===== config.mk =====
export PLATFORM = sky130hd
export DESIGN_NAME = zuart_rx
export DESIGN_NICKNAME = d
export VERILOG_FILES = /design/src/rtl/zuart_rx_pkg.sv /design/src/rtl/zuart_rx_sampler.sv /design/src/rtl/zuart_rx.sv
export SDC_FILE = /design/constraint.sdc
export NUM_CORES = 1
export LEC_CHECK = 0
export CAP_MARGIN = 20
export CORE_ASPECT_RATIO = 1.2
export CORE_MARGIN = 4
export CORE_UTILIZATION = 28
export DETAILED_ROUTE_END_ITERATION = 8
export PLACE_DENSITY_LB_ADDON = 0.08
export SYNTH_ARGS = -nofsm -noshare
export SYNTH_HDL_FRONTEND = slang
export SYNTH_HIERARCHICAL = 1
export SYNTH_SLANG_ARGS = --single-unit

===== constraint.sdc =====
create_clock -name iClk -period 2.3 [get_ports iClk]
set_input_delay 0.46 -clock iClk [delete_from_list [all_inputs] [get_ports iClk]]
set_output_delay 0.46 -clock iClk [all_outputs]
set_load 0.01 [all_outputs]

===== src/rtl/zuart_rx_pkg.sv =====
// Shared types and helpers for the zuart_rx receiver.
package zuart_rx_pkg;

  typedef enum logic [2:0] {
    RX_IDLE      = 3'd0,
    RX_START     = 3'd1,
    RX_DATA      = 3'd2,
    RX_STOP      = 3'd3,
    RX_WAIT_IDLE = 3'd4
  } rx_state_e;

  localparam int CNT_W  = 16;
  localparam int BIDX_W = 4;

  function automatic logic maj3(input logic a, input logic b, input logic c);
    return (a & b) | (a & c) | (b & c);
  endfunction

endpackage


===== src/rtl/zuart_rx_sampler.sv =====
// Line conditioning for zuart_rx: 2-FF synchronizer plus two held samples
// that are voted against the live synchronized value at the decision point.
module zuart_rx_sampler
  import zuart_rx_pkg::*;
(
  input  logic iClk,
  input  logic iRst,
  input  logic i_rxd,
  input  logic i_smp0,
  input  logic i_smp1,
  output logic o_rxs,
  output logic o_maj
);

  logic r_sync1;
  logic r_sync2;
  logic r_smp0;
  logic r_smp1;

  always_ff @(posedge iClk) begin
    if (iRst) begin
      r_sync1 <= 1'b1;
      r_sync2 <= 1'b1;
      r_smp0  <= 1'b1;
      r_smp1  <= 1'b1;
    end else begin
      r_sync1 <= i_rxd;
      r_sync2 <= r_sync1;
      if (i_smp0) r_smp0 <= r_sync2;
      if (i_smp1) r_smp1 <= r_sync2;
    end
  end

  // Third sample is the current rxs, so the vote is ready on the decision cycle.
  assign o_rxs = r_sync2;
  assign o_maj = maj3(r_smp0, r_smp1, r_sync2);

endmodule


===== src/rtl/zuart_rx.sv =====
// 8N1 UART receiver with majority-vote bit decisions, a one-entry holding
// register (valid/ack), and framing-error, overrun and break reporting.
//
// state        | meaning
// RX_IDLE      | line idle, waiting for rxs low
// RX_START     | qualifying start bit; high vote rejects it as a glitch
// RX_DATA      | assembling 8 data bits LSB first
// RX_STOP      | stop-bit vote; deliver byte or flag framing error
// RX_WAIT_IDLE | after a framing error, wait for the line to go high
module zuart_rx
  import zuart_rx_pkg::*;
#(
  parameter int Freq_divider = 100
) (
  input  logic       iClk,
  input  logic       iRst,
  input  logic       iRxD,
  output logic [7:0] oData,
  output logic       oValid,
  input  logic       iAck,
  output logic       oFrameErr,
  output logic       oOverrun,
  output logic       oBreak,
  output logic       oBusy
);

  localparam logic [CNT_W-1:0] C_LAST = CNT_W'(Freq_divider - 1);
  localparam logic [CNT_W-1:0] C_S0   = CNT_W'(Freq_divider / 2 - 1);
  localparam logic [CNT_W-1:0] C_S1   = CNT_W'(Freq_divider / 2);
  localparam logic [CNT_W-1:0] C_DEC  = CNT_W'(Freq_divider / 2 + 1);

  rx_state_e         r_state;
  logic [CNT_W-1:0]  r_cnt;
  logic [BIDX_W-1:0] r_bidx;
  logic [7:0]        r_shreg;
  logic [7:0]        r_data;
  logic              r_valid;
  logic              r_fe;
  logic              r_ovr;
  logic              r_brk;

  logic w_rxs;
  logic w_maj;
  logic w_active;
  logic w_smp0;
  logic w_smp1;
  logic w_dec;

  assign w_active = (r_state == RX_START) || (r_state == RX_DATA) || (r_state == RX_STOP);
  assign w_smp0   = w_active && (r_cnt == C_S0);
  assign w_smp1   = w_active && (r_cnt == C_S1);
  assign w_dec    = (r_cnt == C_DEC);

  zuart_rx_sampler u_sampler (
    .iClk   (iClk),
    .iRst   (iRst),
    .i_rxd  (iRxD),
    .i_smp0 (w_smp0),
    .i_smp1 (w_smp1),
    .o_rxs  (w_rxs),
    .o_maj  (w_maj)
  );

  always_ff @(posedge iClk) begin
    if (iRst) begin
      r_state <= RX_IDLE;
      r_cnt   <= '0;
      r_bidx  <= '0;
      r_shreg <= '0;
      r_data  <= '0;
      r_valid <= 1'b0;
      r_fe    <= 1'b0;
      r_ovr   <= 1'b0;
      r_brk   <= 1'b0;
    end else begin
      r_fe  <= 1'b0;
      r_ovr <= 1'b0;
      // A delivery below overrides this clear when both land together.
      if (iAck && r_valid) r_valid <= 1'b0;

      case (r_state)
        RX_IDLE: begin
          if (!w_rxs) begin
            r_state <= RX_START;
            r_cnt   <= '0;
            r_bidx  <= '0;
          end
        end
        RX_START: begin
          if (w_dec && w_maj) begin
            r_state <= RX_IDLE;
            r_cnt   <= '0;
          end else if (r_cnt == C_LAST) begin
            r_state <= RX_DATA;
            r_cnt   <= '0;
            r_bidx  <= BIDX_W'(1);
          end else begin
            r_cnt <= r_cnt + 1'b1;
          end
        end
        RX_DATA: begin
          if (w_dec) r_shreg <= {w_maj, r_shreg[7:1]};
          if (r_cnt == C_LAST) begin
            r_cnt  <= '0;
            r_bidx <= r_bidx + 1'b1;
            if (r_bidx == BIDX_W'(8)) r_state <= RX_STOP;
          end else begin
            r_cnt <= r_cnt + 1'b1;
          end
        end
        RX_STOP: begin
          // Decide mid stop bit so the next start edge can be caught early.
          if (w_dec) begin
            r_cnt <= '0;
            if (w_maj) begin
              r_state <= RX_IDLE;
              if (!r_valid || iAck) begin
                r_data  <= r_shreg;
                r_valid <= 1'b1;
              end else begin
                r_ovr <= 1'b1;
              end
            end else begin
              r_fe    <= 1'b1;
              r_state <= RX_WAIT_IDLE;
              if (r_shreg == 8'h00) r_brk <= 1'b1;
            end
          end else begin
            r_cnt <= r_cnt + 1'b1;
          end
        end
        RX_WAIT_IDLE: begin
          if (w_rxs) begin
            r_brk   <= 1'b0;
            r_state <= RX_IDLE;
          end
        end
        default: begin
          r_state <= RX_IDLE;
          r_cnt   <= '0;
        end
      endcase
    end
  end

  assign oData     = r_data;
  assign oValid    = r_valid;
  assign oFrameErr = r_fe;
  assign oOverrun  = r_ovr;
  assign oBreak    = r_brk;
  assign oBusy     = (r_state != RX_IDLE);

endmodule


==> results of run 1 <==
==> power by group <==
| group | total [W] | leakage, nW | switching (W) | internal (W) |
|---|---|---|---|---|
| Combinational | 0.000110 | 0.659 | 0.0000667 | 0.0000429 |
| Clock | 0.000652 | 0.0587 | 0.000322 | 0.000330 |
| Sequential | 0.000833 | 0.379 | 0.0000114 | 0.000821 |
==> routing by layer <==
metal | up-vias | routed length, µm | GRT usage
met5 | - | 0 | 0
met2 | 23 | 3040 | 0.225
li1 | 1051 | - | -
met4 | 0 | 83 | 0.0377
met3 | 5 | 140 | 0.0231
met1 | 975 | 2790 | 0.162
==> area by class of cell <==
class,count,area share
clock buffer,5,0.0235
multi-input combinational,198,0.476
timing repair buffer,35,0.102
tap,117,0.0500
clock inverter,3,0.0162
inverter,9,0.0115
sequential,47,0.321
==> cells by family (layout without fill, tap and decap cells) <==
group                      after synthesis  count (layout)
buffers and inverters                   24              52
xor gates and xnor gates                 5               5
muxes                                   17              17
AOI/OAI and AO/OA                       60              60
DFF                                     47              47
and+or+nand+nor                        110             110
adders and majority gates                6               6
==> sequential cells by signal (all words and copies together), names as in the netlist, 3 cells and up <==
register / count
oData: 8
r_shreg: 8
r_state: 3
r_bidx: 4
r_cnt: 16
==> metrics by stage <==
step                cells  total power, W   util
floorplan             269        0.000920      -
global placement      406        0.000964  0.328
detailed placement    406        0.000963  0.328
CTS                   414         0.00162  0.342
global route          414         0.00166  0.342
finish                414         0.00159  0.342
==> how the worst max path moves through the flow <==
| stage | startpoint | end | slack (ns) | depth (start not counted) |
|---|---|---|---|---|
| 4_1_cts | r_state[1] | oBusy | 0.14 | 3 |
| 2_1_floorplan | u_sampler/o_rxs | r_cnt[10] | 0.45 | 8 |
| 5_1_grt | r_state[1] | oBusy | 0.07 | 3 |
| 6_report | r_state[1] | oBusy | 0.16 | 3 |
| 3_3_place_gp | r_cnt[0] | r_bidx[1] | 0.27 | 6 |
| 3_5_place_dp | r_cnt[0] | r_bidx[1] | 0.21 | 6 |
==> critical path, delay by kind of cell, from the launching register on <==
family	cells	cell delay, ns
buffers and inverters	2	0.67
flip-flops	1	0.36
AND/OR/NAND/NOR	1	0.33
==> cells in the final DEF, fill, tap and decap left out, types with 3 or more instances in the layout <==
cell type and count:
dfxtp_1 47, nor3b_1 3, and3_1 5, nor4_1 5, nand2b_1 4, o21ai_0 10
nor3_1 7, clkdlybuf4s50_1 15, o21a_1 3, ha_1 5, mux2i_1 16, and4_1 3
nand4_1 5, xnor2_1 4, nand3_1 7, clkbuf_8 5, a211oi_1 5, or2_2 5
inv_1 9, buf_4 19, nand2_1 10, or3_1 3, nor2b_1 5, nor2_1 27
a21o_1 7, a221oi_1 6, and2_1 5, a21oi_1 5
==> results by group, run 1 <==
Floorplanning
  • Die area: just over 0.01 mm²
  • Ports: 17
  • Core ar.: 0.00856 mm²
  • Initial core utilization: 0.285
  • Die H: between 100 and 150 µm
  • Floorplan row count: 37
  • Die width: around 93 µm

Synthesis
  • Most frequent cells after synthesis: dfxtp_1, nor2_1, mux2i_1, nand2_1, o21ai_0
  • Synthesized area: approximately 0.0024 mm²
  • Yosys warns: 6
  • Synthesized instance count: 269
  • Top cells by area, synth: dfxtp_1, mux2i_1, nor2_1
  • Simple-gate share of the synthesized area: 0.266
  • Most frequent cell after synthesis: dfxtp_1
  • Seq cells post-synth: 47
  • Post-synthesis mux area share: 0.0701
  • Xor/xnor share of the synthesized area: 0.0179
  • Number of synthesized flops with an enable pin: 0
  • Syn nets: roughly 280
  • Post-Synth Adder-Cell Area: 0.0302
  • Share of Yosys cell area claimed by the top area cell type: 0.385
  • Distinct cell type count after synthesis: 64
  • Syn_area_per_cell: around 9.1 µm²
  • Main synth FF type: dfxtp_1
  • Sequential area share after synthesis: 0.385
  • Synth area leader: dfxtp_1
  • Compound-gate portion of the synthesized area: 0.186
  • Fraction of registers with async set/reset: 0
  • Largest family of logic cells by synthesized area: simple AND/OR/NAND/NOR gates

Pwr
  • Max VDD drop: around 290 µV
  • PD cells: 544 mW/mm²
  • Pleak: ~1.1 nW

Layout
  • Multi-input gate area: about 0.0014 mm²
  • Nets: just over 300
  • Area growth, synth to finish: 19.8%
  • Diodes inserted: 0
  • Design area: just under 0.003 mm²
  • Fillers: 914
  • Storage element area: approximately 940 µm²
  • Layout cell share with drive strength beyond 1: 0.165

Timing
  • Fmax: between 400 and 500 MHz
  • Worst Tran Pin Value: around 0.4 ns
  • Fin crit period: between 2 and 2.5 ns
  • Final Max Tran Viols: 0
  • Min setup slack post-route: 0.161 ns
  • Final setup fails: 0
  • Post-route setup TNS: 0 ns
  • Relative slew slack: 0.724
  • Final Hold Fails: 0
  • Worst hold slack: approximately 0.42 ns
  • Clk_skew: 0.0134 ns
  • RSZ-0062 raised after global routing: false
  • Final Cycle Share: 0.930

Clock network
  • Post-CTS Resized: 0
  • Reg clk slew, reported paths: ~0.1 ns
  • CTS Sinks: between 40 and 50
  • # hold bufs at CTS: 0
  • H-tree Lvls: 2
  • Cts bufs inserted: 5
  • CTS Buffer Depth: 2
  • Post-CTS Setup Bufs: 0
  • Latest clock arrival within the worst-skew pair: slightly above 0.3 ns
  • CTS tree: built
  • CTS root buf: clkbuf_8

Run
  • MaxCap Viol Count: 0

Critical path
  • CP max stage delay: between 0.4 and 0.5 ns
  • Reg-to-reg slack, setup: roughly 0.19 ns
  • Slowest stage cell, crit path: clkdlybuf4s50_1
  • Register-to-Register Path Depth: 6
  • Worst reg2reg path startpoint: r_cnt[0]
  • Critical Path End Type: primary output
  • Startpoint Class: flop
  • WP data required: roughly 1.8 ns
  • Worst Path Max Fanout: 9
  • CP cell instances: buf_4 -> or3_1 -> clkdlybuf4s50_1
  • Crit path kind: reg -> out
  • Crit Reg-Reg Endpoint: r_bidx[1]
  • Critical path arrival: approximately 1.7 ns

Routing
  • DRC Markers: 0
  • Routed WL per cell: 14.6 µm
  • DRT iter0 DRCs: 85
  • Routed vias: slightly above 2000
  • Post-DRT Antenna Nets: 0
  • Final wirelength: slightly above 6 mm
  • Drt via density: slightly below 5
  • Pre-Repair DR Iteration Count: 4

GRT
  • Antenna violations before repair: 0
  • Number of global-route vias before repair: 2089
  • First-pass GRT wire length: 10.5 mm
  • Total grt overflow: 0
  • All-layer global routing usage: 0.129
  • Pin count of the biggest net entering global routing: 26

Placement
  • Global placement routability congestion: 0.730
  • Post-DP HPWL: between 4 and 5 mm
  • Dpl cell area: around 0.0028 mm²
  • Dpl ws: 0.212 ns
  • Port Buf Inserts: 16

Hold path
  • Hold Path Sink: u_sampler/o_rxs
  • Hold Startpoint: u_sampler/r_sync1
  • Hold Path Depth: 1
  • Worst min-delay path class: reg -> reg

Outcome
  • Outcome: completed
Power figures use the tool's default switching activity.
==> inputs of run 2 (changes only) <==
clock period = 2.5 ns   (was 2.3 ns; I/O delays follow)
==> run 2 against run 1 <==
Cell area fell by 2.6%; worst setup slack improved by 0.17 ns; critical path depth shrank 1; via count fell by 1.5%; clock power fell by 6.4%; combinational power decreased by 12%; largest cell class unchanged; largest power group unchanged.
==> results by group, run 2 (same netlist as run 1, synthesis figures left out) <==
Routing
  • Pre-Repair DR Iteration Count: 6
  • Post-DRT Antenna Nets: 0
  • Drt via density: 5.01
  • Final wirelength: 6.27 mm
  • Routed vias: ~2000
  • DRC Markers: 0
  • Routed WL per cell: around 16 µm
  • DRT iter0 DRCs: between 80 and 90

GRT
  • Total grt overflow: 0
  • All-layer global routing usage: 0.129
  • Pin count of the biggest net entering global routing: 23
  • Antenna violations before repair: 0
  • First-pass GRT wire length: around 10 mm
  • Number of global-route vias before repair: roughly 2100

Timing
  • Final setup fails: 0
  • Clk_skew: roughly 0.012 ns
  • Worst Tran Pin Value: approximately 0.46 ns
  • RSZ-0062 raised after global routing: false
  • Final Max Tran Viols: 0
  • Fmax: around 460 MHz
  • Final Cycle Share: 0.866
  • Min setup slack post-route: around 0.33 ns
  • Final Hold Fails: 0
  • Post-route setup TNS: 0 ns
  • Fin crit period: about 2.2 ns
  • Relative slew slack: 0.691
  • Worst hold slack: roughly 0.44 ns

Pwr
  • PD cells: approximately 520 mW/mm²
  • Pleak: roughly 1.0 nW
  • Max VDD drop: 305 µV

Clock network
  • Post-CTS Resized: 0
  • Reg clk slew, reported paths: ~0.11 ns
  • Latest clock arrival within the worst-skew pair: 0.32 ns
  • CTS root buf: clkbuf_8
  • CTS Sinks: 47
  • Post-CTS Setup Bufs: 0
  • H-tree Lvls: 2
  • CTS tree: built
  • CTS Buffer Depth: 2
  • # hold bufs at CTS: 0
  • Cts bufs inserted: 5

Layout
  • Largest register FFs: 16
  • Fillers: slightly above 900
  • Most frequent cells in the layout: dfxtp_1, nor2_1, mux2i_1, clkdlybuf4s50_1
  • Storage element area: 941 µm²
  • Multi-input gate area: 0.00139 mm²
  • Area growth, synth to finish: 16.7%
  • Most common cell after layout, fill and taps aside: dfxtp_1
  • Reg with most FFs: r_cnt
  • Diodes inserted: 0
  • Layout cell share with drive strength beyond 1: 0.136
  • Nets: between 200 and 300

Critical path
  • Crit path kind: reg -> out
  • Critical Path End Type: primary output
  • Critical Path Source: r_state[1]
  • Reg-to-reg slack, setup: ~0.36 ns
  • WP data required: roughly 2.0 ns
  • Worst reg2reg path startpoint: r_cnt[1]
  • Startpoint Class: flop
  • Critical path arrival: about 1.7 ns
  • Worst Path Max Fanout: 14

Run
  • MaxCap Viol Count: 0

Hold path
  • Hold Startpoint: u_sampler/r_sync1
  • Worst min-delay path class: reg -> reg

Floorplanning
  • Initial core utilization: 0.285
  • Floorplan row count: 37
  • Core ar.: 0.00856 mm²
  • Die area: 0.0103 mm²
  • Ports: 17
  • Die width: just over 90 µm
  • Die H: 110 µm

Placement
  • Dpl ws: between 0.3 and 0.4 ns
  • Port Buf Inserts: 16
  • Post-DP HPWL: 4.43 mm
  • Global placement routability congestion: around 0.74

Outcome
  • Outcome: completed
## run 2: where the power goes
group	internal (W)	leakage, nW	switching (W)	total, W
Sequential	0.000756	0.379	0.0000129	0.000768
Clock	0.000304	0.0587	0.000306	0.000610
Combinational	0.0000361	0.609	0.0000607	0.0000967
Total	0.00110	1.05	0.000380	0.00148
## run 2: layout make-up
type / count / area share
clock buffer: 5 / 0.0241
inverter: 9 / 0.0118
clock inverter: 3 / 0.0167
tap: 117 / 0.0513
timing repair buffer: 25 / 0.0780
sequential: 47 / 0.330
multi-input combinational: 198 / 0.488
## run 2: final timing paths
kind | endpoint | cells past startpoint
hold / removal | u_sampler/o_rxs | 1
hold reg to reg | u_sampler/o_rxs | 1
setup reg to reg | r_bidx[1] | 6
setup / recovery | oBusy | 2
## run 2: per-stage QoR
step                power, W  cell area, µm²  utilization  instances
detailed placement  0.000884            2740        0.320        396
floorplan           0.000847            2440            -        269
CTS                  0.00149            2850        0.333        404
finish               0.00148            2850        0.333        404
global route         0.00153            2850        0.333        404
global placement    0.000885            2740        0.320        396
## run 2: per-layer routing
layer,up-vias,share of wire,global-route usage
met3,5,0.023,0.0265
li1,1037,-,-
met1,949,0.46,0.157
met2,32,0.51,0.234
met4,0,0.011,0.0314
met5,-,0,0
## run 2: critical path, stage by stage, from the launching register on
cell and delay [ns]:
dfxtp_1 0.62, or3_1 0.20, clkdlybuf4s50_1 0.54
==> inputs of run 3 (changes only) <==
ABC_AREA = 1   (was default)
CELL_PAD_IN_SITES_DETAIL_PLACEMENT = 1   (was default)
CELL_PAD_IN_SITES_GLOBAL_PLACEMENT = 2   (was default)
CORE_UTILIZATION = 36   (was 28)
==> run 3 against run 2 <==
Fmax increased by 2.5%; sequential share of layout area is 0.90 points lower; clock skew shrank 0.0010 ns; area after synthesis is 5.6% higher; register-to-register slack better by 0.39 ns; largest cell class unchanged; highest routed layer unchanged.
==> results by group, run 3 <==
Outcome
  • Outcome: completed

Layout
  • Nets: just under 400
  • Most common cell after layout, fill and taps aside: nand2_1
  • Area growth, synth to finish: 13.6%
  • Reg with most FFs: r_cnt
  • Most frequent cells in the layout: nand2_1, inv_1, dfxtp_1, nor2_1
  • Largest register FFs: 16
  • Layout cell share with drive strength beyond 1: 0.153
  • Fillers: around 890
  • Diodes inserted: 0

Timing
  • Worst Tran Pin Value: slightly above 0.4 ns
  • Final setup fails: 0
  • Min setup slack post-route: around 0.39 ns
  • Final Max Tran Viols: 0
  • Fmax: 473 MHz
  • Fin crit period: about 2.1 ns
  • Clk_skew: ~0.011 ns
  • RSZ-0062 raised after global routing: false
  • Relative slew slack: 0.728
  • Post-route setup TNS: 0 ns
  • Final Cycle Share: 0.846
  • Final Hold Fails: 0

Synthesis
  • Yosys warns: 6
  • Main synth FF type: dfxtp_1
  • Distinct cell type count after synthesis: 40
  • Number of synthesized flops with an enable pin: 0
  • Fraction of registers with async set/reset: 0
  • Sequential area share after synthesis: 0.364
  • Seq cells post-synth: 47
  • Share of Yosys cell area claimed by the top area cell type: 0.364
  • Synthesized instance count: ~360
  • Syn_area_per_cell: just over 7 µm²
  • Most frequent cell after synthesis: nand2_1
  • Synthesized area: ~0.0026 mm²
  • Syn nets: about 370
  • Synth area leader: dfxtp_1
  • Most frequent cells after synthesis: nand2_1, inv_1, dfxtp_1, nor2_1
  • Top cells by area, synth: dfxtp_1, nand2_1, inv_1

GRT
  • Met2 Resource Use GR: 0.308
  • All-layer global routing usage: 0.162
  • Pin count of the biggest net entering global routing: 33
  • Met1 Use GR: 0.179
  • Busiest grt layer: met2
  • Antenna violations before repair: 0
  • Number of global-route vias before repair: 2346
  • M3 GR Usage: 0.0245
  • First-pass GRT wire length: 11.0 mm
  • Total grt overflow: 0

Clock network
  • CTS Buffer Depth: 2
  • # hold bufs at CTS: 0
  • Latest clock arrival within the worst-skew pair: 0.31 ns
  • Post-CTS Resized: 0
  • H-tree Lvls: 2
  • Post-CTS Setup Bufs: 0
  • Cts bufs inserted: 5
  • CTS tree: built
  • CTS Sinks: between 40 and 50
  • Reg clk slew, reported paths: about 0.1 ns
  • CTS root buf: clkbuf_8

Floorplanning
  • Die area: around 0.0086 mm²
  • Core ar.: slightly below 0.007 mm²
  • Die H: approximately 100 µm
  • Initial core utilization: 0.375
  • Ports: 17
  • Floorplan row count: 33
  • Die width: ~85 µm

Routing
  • Final wirelength: 6.36 mm
  • Drt via density: ~4.8
  • Post-DRT Antenna Nets: 0
  • Pre-Repair DR Iteration Count: 4
  • Routed WL per cell: 13.6 µm
  • Routed vias: around 2300
  • DRT iter0 DRCs: 40
  • DRC Markers: 0

Placement
  • Port Buf Inserts: 16
  • Dpl ws: roughly 0.73 ns
  • Global placement routability congestion: 0.812
  • Post-DP HPWL: just under 5 mm

Critical path
  • Slowest stage cell, crit path: clkdlybuf4s50_1
  • Critical Path End Type: primary output
  • Startpoint Class: flop
  • Reg-to-reg slack, setup: approximately 0.75 ns
  • Worst Path Max Fanout: 9
  • CP cell instances: inv_2 -> nand2_1 -> clkdlybuf4s50_1
  • Crit path kind: reg -> out
  • Critical path arrival: between 1.5 and 2 ns
  • CP max stage delay: ~0.55 ns
  • WP data required: 2.00 ns

Pwr
  • Max VDD drop: 330 µV
  • Pleak: approximately 1.2 nW
  • PD cells: 852 mW/mm²

Run
  • MaxCap Viol Count: 0

Hold path
  • Worst min-delay path class: reg -> reg
==> run 3: changes by cell type in the layout (fill, tap and decap cells not counted), moves of 8 or more <==
cell	change
nand2_1	+61
inv_1	+42
a21oi_1	+17
mux2i_1	-16
o21ai_0	+12
nand2_2	+10
nand3_1	+10
inv_2	+8
==> run 3: critical path, delay by kind of cell, from the launching register on <==
family / cells / cell delay (ns)
buffers and inverters: 2 / 0.70
AND/OR/NAND/NOR: 1 / 0.13
flip-flops: 1 / 0.49
==> run 3: worst paths after layout <==
check / endpoint / start / cells past startpoint
setup / recovery: oBusy / r_state[2] / 3
hold / removal: u_sampler/o_rxs / u_sampler/r_sync1 / 1
hold reg to reg: u_sampler/o_rxs / u_sampler/r_sync1 / 1
setup reg to reg: r_cnt[10] / r_cnt[0] / 10
==> run 3: logic make-up after synthesis <==
family                     Yosys count  synth area share
DFF                                 47             0.364
AOI/OAI and AO/OA                   60             0.138
xor gates and xnor gates             7            0.0237
buffers and inverters               69             0.113
adders and majority gates            5            0.0242
and+or+nand+nor                    171             0.336
==> run 3: area by class of cell <==
class                           count  area (µm²)  share of cell area
Sequential cell                    47         941               0.321
Timing Repair Buffer               18         175              0.0597
Tap cell                           87         109              0.0371
Clock buffer                        5        68.8              0.0235
Multi-Input combinational cell    243        1350               0.460
Clock inverter                      3        46.3              0.0158
Inverter                           63         245              0.0836
==> run 3: power by group <==
| group | leakage [nW] | internal [W] | total (W) | switching [W] |
|---|---|---|---|---|
| Clock | 0.0548 | 0.000302 | 0.000587 | 0.000286 |
| Sequential | 0.380 | 0.000808 | 0.000893 | 0.0000852 |
| Combinational | 0.765 | 0.000329 | 0.00102 | 0.000690 |
| Total | 1.20 | 0.00144 | 0.00250 | 0.00106 |
==> run 3: routing by layer <==
| layer | share of wire | routed length [µm] |
|---|---|---|
| met1 | 0.44 | 2800 |
| met2 | 0.52 | 3310 |
| met5 | 0 | 0 |
| met4 | 0.020 | 124 |
| met3 | 0.020 | 124 |
==> run 3: metrics by stage <==
stage / instance area [µm²] / hold slack [ns] / instances / power [W] / util
5_1_grt: 2930 / 0.460 / 466 / 0.00271 / 0.426
3_5_place_dp: 2820 / 0.423 / 458 / 0.00195 / 0.409
3_3_place_gp: 2820 / 0.417 / 458 / 0.00194 / 0.409
4_1_cts: 2930 / 0.450 / 466 / 0.00256 / 0.426
2_1_floorplan: 2580 / 0.383 / 359 / 0.00167 / -
6_report: 2930 / 0.434 / 466 / 0.00250 / 0.426
